**src/rtl/op_sched_pkg.sv**
```systemverilog
// Shared types and defaults for the image-core operation scheduler.
package op_sched_pkg;

    typedef enum logic [2:0] {
        IDLE,
        READY,
        WAIT,
        LOAD,
        START,
        EXEC
    } state_t;

    localparam int LOAD_BEATS = 2048;
    localparam int ADDR_W     = 11;
    localparam int MODE_W     = 4;
    localparam int TIMEOUT    = 4096;

    localparam logic [3:0] OP_LOAD = 4'd0;

endpackage

```
**src/rtl/op_sched_ctrl_beat_counter.sv**
```systemverilog
// Wrapping up-counter with synchronous clear, enable and a terminal-count flag.
module beat_counter #(
    parameter int           W   = 8,
    parameter logic [W-1:0] MAX = '1
) (
    input  logic         clk,
    input  logic         rst_n,
    input  logic         clear,
    input  logic         enable,
    output logic [W-1:0] count,
    output logic         at_max
);

    assign at_max = (count == MAX);

    // Wraps back to zero on the enabled cycle that sits at MAX.
    always_ff @(posedge clk or negedge rst_n) begin
        if (!rst_n) begin
            count <= '0;
        end else if (clear) begin
            count <= '0;
        end else if (enable) begin
            count <= at_max ? '0 : count + W'(1);
        end
    end

endmodule

```
**src/rtl/op_sched_ctrl.sv**
```systemverilog
// Operation scheduler: op handshake, ifmap load sequencing and datapath dispatch.
// Optional watchdog abort enabled by defining OP_TIMEOUT_EN.
module op_sched_ctrl #(
    parameter int LOAD_BEATS = op_sched_pkg::LOAD_BEATS,
    parameter int ADDR_W     = op_sched_pkg::ADDR_W,
    parameter int MODE_W     = op_sched_pkg::MODE_W,
    parameter int TIMEOUT    = op_sched_pkg::TIMEOUT
) (
    input  logic              clk,
    input  logic              rst_n,
    input  logic              i_op_valid,
    input  logic [MODE_W-1:0] i_op_mode,
    output logic              o_op_ready,
    input  logic              i_in_valid,
    output logic              o_in_ready,
    output logic              o_load_we,
    output logic [ADDR_W-1:0] o_load_addr,
    output logic              o_eng_start,
    output logic [MODE_W-1:0] o_eng_mode,
    input  logic              i_eng_done,
    input  logic              i_eng_out_valid,
    output logic              o_out_valid,
    output logic              o_err
);

    import op_sched_pkg::*;

    state_t            state;
    state_t            state_next;
    logic [ADDR_W-1:0] beat_addr;
    logic              beat_last;
    logic              abort;

    // Held at zero while waiting so every load starts at address 0.
    beat_counter #(
        .W   (ADDR_W),
        .MAX (ADDR_W'(LOAD_BEATS - 1))
    ) u_load_cnt (
        .clk    (clk),
        .rst_n  (rst_n),
        .clear  (state == WAIT),
        .enable (o_load_we),
        .count  (beat_addr),
        .at_max (beat_last)
    );

`ifdef OP_TIMEOUT_EN
    localparam int WD_W = $clog2(TIMEOUT);

    logic [WD_W-1:0] wd_count;
    logic            wd_at_max;
    logic            wd_run;

    // Counts every EXEC cycle and every LOAD stall cycle; cleared elsewhere.
    assign wd_run = (state == EXEC) || ((state == LOAD) && !i_in_valid);

    beat_counter #(
        .W   (WD_W),
        .MAX (WD_W'(TIMEOUT - 1))
    ) u_watchdog (
        .clk    (clk),
        .rst_n  (rst_n),
        .clear  ((state != EXEC) && (state != LOAD)),
        .enable (wd_run),
        .count  (wd_count),
        .at_max (wd_at_max)
    );

    assign abort = wd_run && wd_at_max && !((state == EXEC) && i_eng_done);
`else
    assign abort = 1'b0;
`endif

    assign o_err       = abort;
    assign o_load_we   = i_in_valid && o_in_ready;
    assign o_load_addr = beat_addr;

    always_ff @(posedge clk or negedge rst_n) begin
        if (!rst_n) begin
            state <= IDLE;
        end else begin
            state <= state_next;
        end
    end

    always_ff @(posedge clk or negedge rst_n) begin
        if (!rst_n) begin
            o_eng_mode <= '0;
        end else if ((state == WAIT) && i_op_valid) begin
            o_eng_mode <= i_op_mode;
        end
    end

    always_comb begin
        state_next  = state;
        o_op_ready  = 1'b0;
        o_in_ready  = 1'b0;
        o_eng_start = 1'b0;
        o_out_valid = 1'b0;
        case (state)
            IDLE: begin
                state_next = READY;
            end
            READY: begin
                o_op_ready = 1'b1;
                state_next = WAIT;
            end
            WAIT: begin
                if (i_op_valid) begin
                    state_next = (i_op_mode == MODE_W'(OP_LOAD)) ? LOAD : START;
                end
            end
            LOAD: begin
                o_in_ready = 1'b1;
                if (abort || (i_in_valid && beat_last)) begin
                    state_next = READY;
                end
            end
            START: begin
                o_eng_start = 1'b1;
                state_next  = EXEC;
            end
            EXEC: begin
                // A result beat coinciding with done still goes out.
                o_out_valid = i_eng_out_valid && !abort;
                if (i_eng_done || abort) begin
                    state_next = READY;
                end
            end
            default: begin
                state_next = IDLE;
            end
        endcase
    end

endmodule

```
**config.mk**
```make
export PLATFORM = sky130hd
export DESIGN_NAME = op_sched_ctrl
export DESIGN_NICKNAME = d
export VERILOG_FILES = /design/src/rtl/op_sched_pkg.sv /design/src/rtl/op_sched_ctrl_beat_counter.sv /design/src/rtl/op_sched_ctrl.sv
export SDC_FILE = /design/constraint.sdc
export NUM_CORES = 1
export LEC_CHECK = 0
export CAP_MARGIN = 40
export CORE_MARGIN = 4
export CORE_UTILIZATION = 45
export CTS_CLUSTER_DIAMETER = 60
export CTS_CLUSTER_SIZE = 16
export DETAILED_ROUTE_END_ITERATION = 10
export PLACE_DENSITY = 0.78
export SYNTH_ARGS = -nofsm -noshare
export SYNTH_HDL_FRONTEND = slang
export SYNTH_SLANG_ARGS = --single-unit
```
**constraint.sdc**
```tcl
create_clock -name clk -period 1.8 [get_ports clk]
set_input_delay 0.18 -clock clk [delete_from_list [all_inputs] [get_ports clk]]
set_output_delay 0.18 -clock clk [all_outputs]
set_load 0.02 [all_outputs]
```
* Word level (Yosys, flattened, before mapping)
Cells that the tools add are included.
Operators by class: $add $sub $neg 1, reductions and logical operators 7, equal/unequal tests 9, multiplexer cells 12
Operator list (number):
- 11-bit two-way mux | 3
- 3-bit case mux with 6 select lines | 1
- 3-bit two-way mux | 4
- 11-bit by 1-bit adder with 11-bit output, second input constant | 1
- 11-bit equality test, second input constant | 1
- 3-bit by 2-bit equality test with 1-bit output, second input constant | 2
- 3-bit equality test, second input constant | 2
- 2-bit != test, second input constant | 3
- 4-bit zero test | 1
- 1-bit two-way mux | 4
- 3-bit by 1-bit equality test with 1-bit output, second input constant | 1
- 1-bit logical AND | 3
- 3-bit zero test | 1
- 3-bit AND reduction | 1
- 2-bit nonzero test | 1
Storage, ports and cells: logic and storage cells 32, input bits 10, register bits 18

* Depth between registers and ports, before layout
word-level depth 5, gate-level depth with buffers 5, depth with buffers taken out 4

* Hierarchy
From an unflattened synthesis, not the netlist that was laid out.
Unflattened totals: cells, all modules 100, area total of the unflattened synthesis 1037.2 um^2
By module, submodules not included:
- beat_counter | area each 635.6 um^2, cells an instance 63, instances 1
- op_sched_ctrl | area each 401.6 um^2, cells an instance 37, instances 1

* Worst setup path before layout
No wires, ideal clock.
kind reg2reg, start reg u_load_cnt.count[0], end reg u_load_cnt.count[10], setup slack 227 ps, setup time 95 ps, cell stages (with the launch flop) 5, buffers on the path 0, data arrival time 1478 ps, required time 1705 ps, cells stage by stage dfrtp_1 ha_1 nand4_4 or3_4 o31ai_1
Between the ends: cells in the longest elaborated chain, start to end 4, elaborated cells between the ends (all ways) 5
RTL lines:
- start: declaration | line op_sched_ctrl_beat_counter.sv:10 | output logic [W-1:0] count,
- start signal: assignment | line op_sched_ctrl_beat_counter.sv:23 | count <= at_max ? '0 : count + W'(1);
- 11-bit by 1-bit adder with 11-bit output / 11-bit equality test (equally long branches) | line op_sched_ctrl_beat_counter.sv:23, op_sched_ctrl_beat_counter.sv:14
- 11-bit two-way mux * | line op_sched_ctrl_beat_counter.sv:23
- 11-bit two-way mux * | line op_sched_ctrl_beat_counter.sv:22 | end else if (enable) begin
- 11-bit two-way mux * | line op_sched_ctrl_beat_counter.sv:20 | end else if (clear) begin
Mark *: on every way between the ends. The rest lies on a longest branch, timed or not. The select of a mux whose other input is x is not followed. A chain may end at the register's enable or synchronous reset.

* Worst setup path in the final report
start reg state[0], end reg o_eng_mode[0]
Between the ends: cells in the longest elaborated chain, start to end 2
RTL lines:
- start: declaration | line op_sched_ctrl.sv:28 | state_t state;
- start signal: assignment | line op_sched_ctrl.sv:82 | state <= state_next;
- 3-bit by 2-bit equality test with 1-bit output | line op_sched_ctrl.sv:89 | end else if ((state == WAIT) && i_op_valid) begin
- 1-bit logical AND | line op_sched_ctrl.sv:89
- end signal: assignment | line op_sched_ctrl.sv:90 | o_eng_mode <= i_op_mode;
- end: declaration | line op_sched_ctrl.sv:19 | output logic [MODE_W-1:0] o_eng_mode,
Every way passes these cells.

==> out/results.txt <==
Netlist cell types - 36
CTS max path bufs - 2
RSZ-0062 raised after global routing - false
Latest clock arrival within the worst-skew pair - 0.28 ns
I/O pins - 31
Tmin final - 1.652 ns
Proportion of layout cells with a drive suffix above 1 - 16.06%
Vias in the first global route - 863
Util after Layout - 68.19%
# H-tree levels - 1
Syn Nets - 110
Total global routing overflow - 0
Core footprint - 2002 µm²
Fin cells - 164
Register Area - 450.4 µm²
CTS tree - done
GR Util All Layers - 17.79%
Pwr Density - 1316 nW/µm²
Place WS - 0.07707 ns
HPWL after DPL - 1817 µm
Final hold vios - 0
Clock skew - 0.001555 ns
Critical path startpoint category - flip-flop
Hold Buf Count CTS - 0
Sink Count - 18
Leak Pwr - 0.5731 nW
Register area share after synthesis - 46.21%
Max-slew headroom - 60.96%
Fill count - 158
Placed Instance Area - 1349 µm²
Starting Density - 48.69%
Critical path type - flip-flop to flip-flop
Pre-antenna DRT Iters - 4
Placed Instances - 161
Die Footprint - 2975 µm²
Fmax - 605.5 MHz
Clock transition at path regs - 0.10 ns
Final-report setup violation count - 0
Post-route cell area - 1365 µm²
Root Buffer - clkbuf_4
Post-Syn Area - 974.7 µm²
Syn Inst Count - 99
CTS resizes - 5
Peak supply drop - 0.8187 mV
Arrival time at the worst endpoint - 1.83 ns
Fin. max-slew vios - 0
Initial antenna violation count - 0
Vias - 881
Sum Neg Setup Slack - 0 ns
Crit. End Element - flip-flop
Avg Synthesized Cell Area - 9.845 µm²
Ys async rst share - 100.0%
First-pass GRT wire length - 3753 µm
Routed WL - 2300 µm
1st-iter DRT viols - 12
Hold Path Class - input pin to asynchronous set/reset pin
Period utilization - 91.76%
Status - completed
Yosys warnings - 0
Height of the die - 54.54 µm
Overall power after layout - 1.797 mW
Max-cap violations - 0
Setup ws final - 0.1483 ns
CP Max Fanout - 6
Avg WL per Cell - 14.02 µm
Largest net degree at the start of global routing - 19
Prevailing post-synth register cell - dfrtp_1
Die X - 54.54 µm
TritonCTS Buffers - 3
EDFF count, synth - 0
Area Overhead vs Synth - 40.05%
Hold slack - 0.2195 ns
Ant diodes - 0
Area occupied by multi-input gates - 503.0 µm²
Worst-Margin Slew - 0.5781 ns
RD Place Congestion - 0.8801
Drt drc - 0
Post-synthesis register bit count - 18
Final ANT Viol Nets - 0
Row count - 16
Port buffer count - 29
CP Data Required Time - 1.98 ns
Number of setup buffers added after CTS - 0
DR vias/cell - 5.372
Nets - 150
power by group:
part | internal (mW) | switching (mW)
Sequential | 0.510 | 0.0964
Clock | 0.0777 | 0.118
Combinational | 0.452 | 0.543
state kept, by name, summed over array words and instances (netlist names):
register	count
u_load_cnt.count	11
state	3
o_eng_mode	4
metal layers:
layer,track usage [%],up-vias,wire length (µm)
met1,23.73,424,1159
met4,9.959,0,27
li1,-,435,-
met5,0,-,0
met3,1.635,2,63
met2,28.09,20,1049
cells in the mapped netlist, drive strengths merged (2+ instances only):
library cell | number | area, µm²
nand3 | 3 | 15.01
o31ai | 4 | 35.03
and3 | 2 | 17.52
nand2b | 3 | 18.77
xnor2 | 3 | 26.28
nand2 | 11 | 41.29
nor3 | 4 | 25.02
o21ai | 7 | 38.79
a21oi | 4 | 20.02
mux2 | 4 | 45.04
nand4 | 3 | 33.78
buf | 3 | 17.52
mux2i | 2 | 20.02
nor4 | 3 | 18.77
nor2 | 10 | 37.54
o311ai | 2 | 17.52
dfrtp | 18 | 450.4
cells in the final DEF, fill, tap and decap left out, types with 3 or more instances in the layout:
cell             count
clkdlybuf4s50_1     24
dfrtp_1             18
nand2_1             11
nor2_1              10
buf_4                9
o21ai_0              6
dlygate4sd2_1        5
mux2_2               4
a21oi_1              4
nand2b_1             3
nor4_1               3
nand3_1              3
nor3_1               3
o31ai_1              3
xnor2_1              3
clkbuf_4             3
path summary, 6_finish.rpt:
path / start / endpoint / slack (ns) / cells after the start
max in group asynchronous: rst_n / o_eng_mode[3]$_DFFE_PN0P_ / 1.39 / 2
min in group clk: i_eng_done / state[2]$_DFFE_PN0P_ / 0.46 / 2
hold / removal: rst_n / u_load_cnt.count[1]$_DFFE_PN0P_ / 0.22 / 2
setup reg to reg: state[0]$_DFFE_PN0P_ / o_eng_mode[0]$_DFFE_PN0P_ / 0.15 / 4
hold reg to reg: u_load_cnt.count[8]$_DFFE_PN0P_ / u_load_cnt.count[8]$_DFFE_PN0P_ / 0.52 / 1
setup / recovery: state[0]$_DFFE_PN0P_ / o_eng_mode[0]$_DFFE_PN0P_ / 0.15 / 4
cell families (layout without fill, tap and decap cells):
kind of cell / Yosys count / in the layout / share of synthesized area [%]
AND/OR/NAND/NOR: 45 / 45 / 26.06
flip-flops: 18 / 18 / 46.21
AO/OA/AOI/OAI: 21 / 21 / 14.51
XOR/XNOR: 3 / 3 / 2.696
other: 1 / 1 / 0.3847
multiplexers: 6 / 6 / 6.675
adder cells (fa/ha/maj): 1 / 1 / 1.283
buffers and inverters: 4 / 42 / 2.182
cell type report:
type | count | area share (%)
multi-input cells | 77 | 36.85
clock buffers | 3 | 1.650
flip-flops and latches | 18 | 33.00
repair buffers | 38 | 25.76
well taps | 27 | 2.475
inverters | 1 | 0.2750
worst max-delay path, stage by stage, from the launching register on:
cell	delay (ns)
dfrtp_1	0.43
buf_4	0.17
nor3b_1	0.26
and2_0	0.31
mux2_2	0.37
Power figures use the tool's default switching activity.
